File: src/rtl/stage_seq_pkg.sv
// Shared constants for the stage sequencer: stage indices and default parameters.
package stage_seq_pkg;

   // Stage indices of the classic five-stage pipeline
   localparam int unsigned STG_FT = 0;
   localparam int unsigned STG_DC = 1;
   localparam int unsigned STG_EX = 2;
   localparam int unsigned STG_MA = 3;
   localparam int unsigned STG_WB = 4;

   // Default parameter values
   localparam int unsigned NUM_STAGES_DEF = 5;
   localparam int unsigned DIV_W_DEF      = 23;
   localparam int unsigned MEM_STAGE_DEF  = STG_MA;
   localparam int unsigned CNT_W_DEF      = 16;

endpackage : stage_seq_pkg

File: src/rtl/tick_div.sv
// Prescaler: produces a tick on every run-high cycle whose count has reached div_val.
//   CLK      - clock
//   RST_N    - async active-low reset
//   run      - count enable; low forces the count to 0 and suppresses tick
//   div_val  - tick period minus one
//   tick     - combinational tick-cycle indicator, consumed by registered logic
module tick_div
   import stage_seq_pkg::*;
#(
   parameter int unsigned DIV_W = DIV_W_DEF
) (
   input  logic             CLK,
   input  logic             RST_N,
   input  logic             run,
   input  logic [DIV_W-1:0] div_val,
   output logic             tick
);

   logic [DIV_W-1:0] count_q;
   logic [DIV_W-1:0] count_d;

   // Greater-or-equal compare so a lowered div_val ticks at once instead of wrapping
   always_comb begin
      tick    = run && (count_q >= div_val);
      count_d = count_q;
      if (!run || tick) begin
         count_d = '0;
      end else begin
         count_d = count_q + DIV_W'(1);
      end
   end

   always_ff @(posedge CLK or negedge RST_N) begin
      if (!RST_N) begin
         count_q <= '0;
      end else begin
         count_q <= count_d;
      end
   end

endmodule : tick_div

File: src/rtl/stage_sequencer.sv
// Pipeline stage sequencer: walks a one-hot stage enable through NUM_STAGES stages
// at the prescaled tick rate, holding on per-stage stalls and optionally bypassing
// the memory-access stage.
//   CLK, RST_N   - clock, async active-low reset
//   run          - enable; low freezes prescaler and stage index
//   div_val      - tick period minus one
//   stall        - per-stage hold request (only the pending stage's bit matters)
//   skip_mem     - bypass MEM_STAGE when advancing into it
//   clear_stats  - synchronous clear of stall_cnt (wins over increment)
//   stage_en     - registered one-hot, one-cycle stage enable pulse
//   stage_idx    - registered index of the pending stage
//   instr_done   - registered pulse alongside the last stage's enable
//   stall_cnt    - registered saturating count of stalled ticks
module stage_sequencer
   import stage_seq_pkg::*;
#(
   parameter int unsigned NUM_STAGES = NUM_STAGES_DEF,
   parameter int unsigned DIV_W      = DIV_W_DEF,
   parameter int unsigned MEM_STAGE  = MEM_STAGE_DEF,
   parameter int unsigned CNT_W      = CNT_W_DEF
) (
   input  logic                          CLK,
   input  logic                          RST_N,
   input  logic                          run,
   input  logic [DIV_W-1:0]              div_val,
   input  logic [NUM_STAGES-1:0]         stall,
   input  logic                          skip_mem,
   input  logic                          clear_stats,
   output logic [NUM_STAGES-1:0]         stage_en,
   output logic [$clog2(NUM_STAGES)-1:0] stage_idx,
   output logic                          instr_done,
   output logic [CNT_W-1:0]              stall_cnt
);

   localparam int unsigned IDX_W = $clog2(NUM_STAGES);
   localparam logic [IDX_W-1:0] LAST_IDX     = IDX_W'(NUM_STAGES - 1);
   localparam logic [IDX_W-1:0] MEM_IDX      = IDX_W'(MEM_STAGE);
   localparam logic [IDX_W-1:0] POST_MEM_IDX = IDX_W'(MEM_STAGE + 1);

   logic                  tick;
   logic [IDX_W-1:0]      advance_idx;

   logic [IDX_W-1:0]      stage_idx_q,  stage_idx_d;
   logic [NUM_STAGES-1:0] stage_en_q,   stage_en_d;
   logic                  instr_done_q, instr_done_d;
   logic [CNT_W-1:0]      stall_cnt_q,  stall_cnt_d;

   tick_div #(
      .DIV_W (DIV_W)
   ) u_tick_div (
      .CLK     (CLK),
      .RST_N   (RST_N),
      .run     (run),
      .div_val (div_val),
      .tick    (tick)
   );

   // Stage advance, stall hold and stall statistics
   always_comb begin
      stage_idx_d  = stage_idx_q;
      stage_en_d   = '0;
      instr_done_d = 1'b0;
      stall_cnt_d  = stall_cnt_q;
      // Only meaningful below LAST_IDX; the last stage takes the wrap branch
      advance_idx  = stage_idx_q + IDX_W'(1);

      if (tick) begin
         if (stall[stage_idx_q]) begin
            if (stall_cnt_q != '1) begin
               stall_cnt_d = stall_cnt_q + CNT_W'(1);
            end
         end else begin
            stage_en_d = NUM_STAGES'(1) << stage_idx_q;
            if (stage_idx_q == LAST_IDX) begin
               stage_idx_d  = '0;
               instr_done_d = 1'b1;
            end else if ((advance_idx == MEM_IDX) && skip_mem) begin
               stage_idx_d = POST_MEM_IDX;
            end else begin
               stage_idx_d = advance_idx;
            end
         end
      end

      if (clear_stats) begin
         stall_cnt_d = '0;
      end
   end

   always_ff @(posedge CLK or negedge RST_N) begin
      if (!RST_N) begin
         stage_idx_q  <= '0;
         stage_en_q   <= '0;
         instr_done_q <= 1'b0;
         stall_cnt_q  <= '0;
      end else begin
         stage_idx_q  <= stage_idx_d;
         stage_en_q   <= stage_en_d;
         instr_done_q <= instr_done_d;
         stall_cnt_q  <= stall_cnt_d;
      end
   end

   assign stage_en   = stage_en_q;
   assign stage_idx  = stage_idx_q;
   assign instr_done = instr_done_q;
   assign stall_cnt  = stall_cnt_q;

endmodule : stage_sequencer

File: config.mk
export PLATFORM = sky130hd
export DESIGN_NAME = stage_sequencer
export DESIGN_NICKNAME = d
export VERILOG_FILES = /design/src/rtl/stage_seq_pkg.sv /design/src/rtl/tick_div.sv /design/src/rtl/stage_sequencer.sv
export SDC_FILE = /design/constraint.sdc
export NUM_CORES = 1
export LEC_CHECK = 0
export ABC_AREA = 1
export ABC_CLOCK_PERIOD_IN_PS = 2750
export BUFFER_PORTS_ARGS = -buffer_cell sky130_fd_sc_hd__buf_2
export CAP_MARGIN = 5
export CORE_MARGIN = 10
export CORE_UTILIZATION = 40
export DETAILED_ROUTE_END_ITERATION = 12
export PLACE_DENSITY = 0.65
export SETUP_SLACK_MARGIN = 0.2
export SYNTH_ARGS = -nofsm -noshare
export SYNTH_HDL_FRONTEND = slang
export SYNTH_SLANG_ARGS = --single-unit
File: constraint.sdc
create_clock -name CLK -period 2.75 [get_ports CLK]
set_clock_uncertainty 0.2 [all_clocks]
set_input_delay 0.275 -clock CLK [delete_from_list [all_inputs] [get_ports CLK]]
set_output_delay 0.275 -clock CLK [all_outputs]
set_load 0.005 [all_outputs]
==> results.txt <==
----------------------------------------------------
[CTS]
  Latest clock arrival within the worst-skew pair ... 0.30 ns
  Clock buffers created by TritonCTS ... 5
  Largest buffer count on any clock path ... 2
  Register clock-pin slew on the reported worst setup and hold paths ... 0.09 ns
  TritonCTS clock tree ... yes
  CTS sink count ... 47
  H-tree lvl count ... 2
  Clock root buffer ... sky130_fd_sc_hd__clkbuf_8
  CTS resizes ... 0

[Final layout]
  Area Growth Syn to Fin ... 14.1%
  Post-route non-filler standard cell count ... 616
  Layout cells sized above 1 ... 0.176
  Final net count ... 574
  Post-route cell area ... 3850 um^2
  Filler cell count ... 851
  Diodes inserted ... 0

[Place]
  Placer Congestion ... 0.878
  Total half-perimeter wirelength after legalization and detailed placement ... 6.05 mm
  Number of input and output port buffers inserted ... 57
  Placed cells ... 607
  Placed standard-cell area ... 3750 um^2

[GRT]
  Overall track demand over capacity in global routing ... 0.124
  Leftover overflow at the end of global routing ... 0
  First-pass GRT wire length ... 13.3 mm
  Maximum number of pins on one net before global-route repair ... 27
  Number of global-route vias before repair ... 2888
  Initial antenna violation count ... 0

[Synth]
  Gate Count Post-Synth ... 450
  Number of distinct standard cells referenced by the synthesized netlist ... 36
  Proportion of synthesized chip area in sequential cells ... 0.349
  Synthesis Warnings ... 0
  Most repeated cell in the gate-level netlist after synthesis ... sky130_fd_sc_hd__nand2_1
  Avg Synthesized Cell Area ... 7.50 um^2
  Yosys reg bits ... 47
  Biggest area consumer among synthesized cells ... sky130_fd_sc_hd__dfrtp_1
  Top flip-flop cell by instance count after synthesis ... sky130_fd_sc_hd__dfrtp_1
  Number of synthesized flops with an enable pin ... 0
  Commonest cells in the synthesized netlist ... sky130_fd_sc_hd__nand2_1, sky130_fd_sc_hd__nor2_1, sky130_fd_sc_hd__inv_1
  Area contributors post-synth ... sky130_fd_sc_hd__dfrtp_1, sky130_fd_sc_hd__ha_1, sky130_fd_sc_hd__nand2_1
  Share of flip-flops with an asynchronous set or reset ... 1.00
  Post-synthesis net count ... 514
  Fraction of synthesized cell area taken by the top area cell type ... 0.349
  Syn Std Cell Area ... 3370 um^2

[Floorplanning]
  Initial Utilization ... 0.411
  Die ar. ... 12500 um^2
  Die span in y ... 112 um
  Horizontal die dimension ... 112 um
  Top Ports ... 58
  Placement row count ... 33
  Area of the placeable core ... 8220 um^2

[Routing]
  # DRC ... 0
  Drt via density ... 4.81
  Drt total wl ... 7.69 mm
  Vias after detailed routing ... 2961
  Router iterations before antenna repair ... 4
  Routed length per instance ... 12.5 um
  Antenna violation net count after detailed routing ... 0
  DRC marker count from the first detailed-route iteration ... 78

[STA]
  Max Slew Vio Count ... 0
  Number of failing setup endpoints in the final timing report ... 0
  Count of final hold-check violations ... 0
  Max-Slew Margin vs Limit ... 0.633
  Highest Clock Rate ... 448 MHz
  Period minus WS final ... 2.23 ns
  Setup repair after global routing missed its margin ... no
  Final worst path period share ... 0.812
  Post-route setup TNS ... 0 ns
  Actual slew at the worst max-slew pin ... 0.551 ns

[Worst setup path]
  Critical path class ... register to register
  Crit start category ... register
  Critical path peak fanout ... 15
  Critical path arrival ... 2.23 ns
  Required time of the worst setup path ... 2.74 ns
  Type of destination of the critical path ... register

[Outcome]
  Status ... finished clean

[Pwr]
  Leak Pwr ... 2.07 nW
  VDD IR max ... 0.215 mV
  Sum of internal, switching and leakage power ... 0.00129 W
  Power density over the cells ... 335 nW/um^2

[Worst hold path]
  Worst min-delay path class ... primary input to register

[Job]
  Maxcap violations ... 0

----------------------------------------------------
-- metal layers --
layer | wire length [um] | GRT usage
met2 | 3660 | 0.209
met4 | 31 | 0.0257
met1 | 3470 | 0.150
met5 | 0 | 0
met3 | 534 | 0.0392
-- per-stage QoR --
stage / setup WS (ns) / utilization / hold WS (ns)
2_1_floorplan: 0.766 / - / -0.221
3_3_place_gp: 0.558 / 0.456 / 0.0802
3_5_place_dp: 0.538 / 0.456 / 0.0911
4_1_cts: 0.522 / 0.468 / 0.101
5_1_grt: 0.270 / 0.468 / 0.120
6_report: 0.517 / 0.468 / 0.106
-- cells by family after synthesis --
family          share of synthesized area
xor+xnor                           0.0519
fa+ha+maj                           0.115
flops                               0.349
buf+inv                            0.0920
simple gates                        0.348
compound gates                     0.0449
-- what timing repair did --
item,4_1_cts,5_1_grt
hold buffers,1,0
hold endpoints to repair,21,0
buffers inserted,0,0
-- power breakdown --
part	internal [W]	total [W]	switching (W)	leakage [nW]
sequential	0.000700	0.000715	0.0000145	0.652
combinational	0.0000602	0.000157	0.0000966	1.37
clock	0.000179	0.000417	0.000237	0.0483
total	0.000940	0.00129	0.000348	2.07
-- final cells by class --
cell class	count	area, um^2	share of cell area
sequential	47	1180	0.306
clock inverter	3	18.8	0.00488
clock buffer	5	68.8	0.0179
inverter	64	240	0.0624
multi-input combinational	330	1890	0.490
timing repair buffer	62	325	0.0846
tap	105	131	0.0341
-- state kept, by name, indices dropped and copies added, names as in the netlist --
register and cells:
instr_done 1, stage_en 4, stage_idx 3, stall_cnt 16, u_tick_div.count_q 23
-- cells in the final DEF, fill, tap and decap left out, drive strengths merged --
cell type / instances
nand3: 49
a41oi: 1
inv: 64
nand4: 9
xor2: 12
nor4: 2
clkinv: 3
nand3b: 1
nor3b: 3
nand2: 95
dlygate4sd3: 1
a31oi: 1
dfrtp: 47
a21o: 4
o22ai: 1
buf: 61
nor3: 19
ha: 31
o21ai: 8
a21oi: 12
nor4b: 1
xnor2: 8
clkbuf: 5
nor2: 72
and3: 1
-- critical path: stages (launching register included) --
cell                      delay (ns)
sky130_fd_sc_hd__dfrtp_1        0.47
sky130_fd_sc_hd__ha_1           0.36
sky130_fd_sc_hd__nand2_1        0.07
sky130_fd_sc_hd__inv_1          0.03
sky130_fd_sc_hd__nand2_1        0.05
sky130_fd_sc_hd__nor2_1         0.05
sky130_fd_sc_hd__nand2_1        0.05
sky130_fd_sc_hd__nor2_1         0.03
sky130_fd_sc_hd__nor2_1         0.19
sky130_fd_sc_hd__nand3_2        0.19
sky130_fd_sc_hd__nand2_2        0.13
sky130_fd_sc_hd__nand2_4        0.12
sky130_fd_sc_hd__nand3_1        0.10
sky130_fd_sc_hd__nand2_1        0.06
-- final timing paths --
path	startpoint	to	slack (ns)	cells after the start
hold reg to reg	stage_idx[2]$_DFFE_PN0P_	stage_en[0]$_DFF_PN0_	0.34	1
max in group asynchronous	RST_N	u_tick_div.count_q[12]$_DFF_PN0_	1.31	3
setup reg to reg	u_tick_div.count_q[15]$_DFF_PN0_	stall_cnt[4]$_DFFE_PN0P_	0.52	13
min in group asynchronous	RST_N	stall_cnt[13]$_DFFE_PN0P_	0.28	2
hold / removal	run	stall_cnt[8]$_DFFE_PN0P_	0.11	3
setup / recovery	u_tick_div.count_q[15]$_DFF_PN0_	stall_cnt[4]$_DFFE_PN0P_	0.52	13
Note: power is estimated with default switching activity, not from simulation.
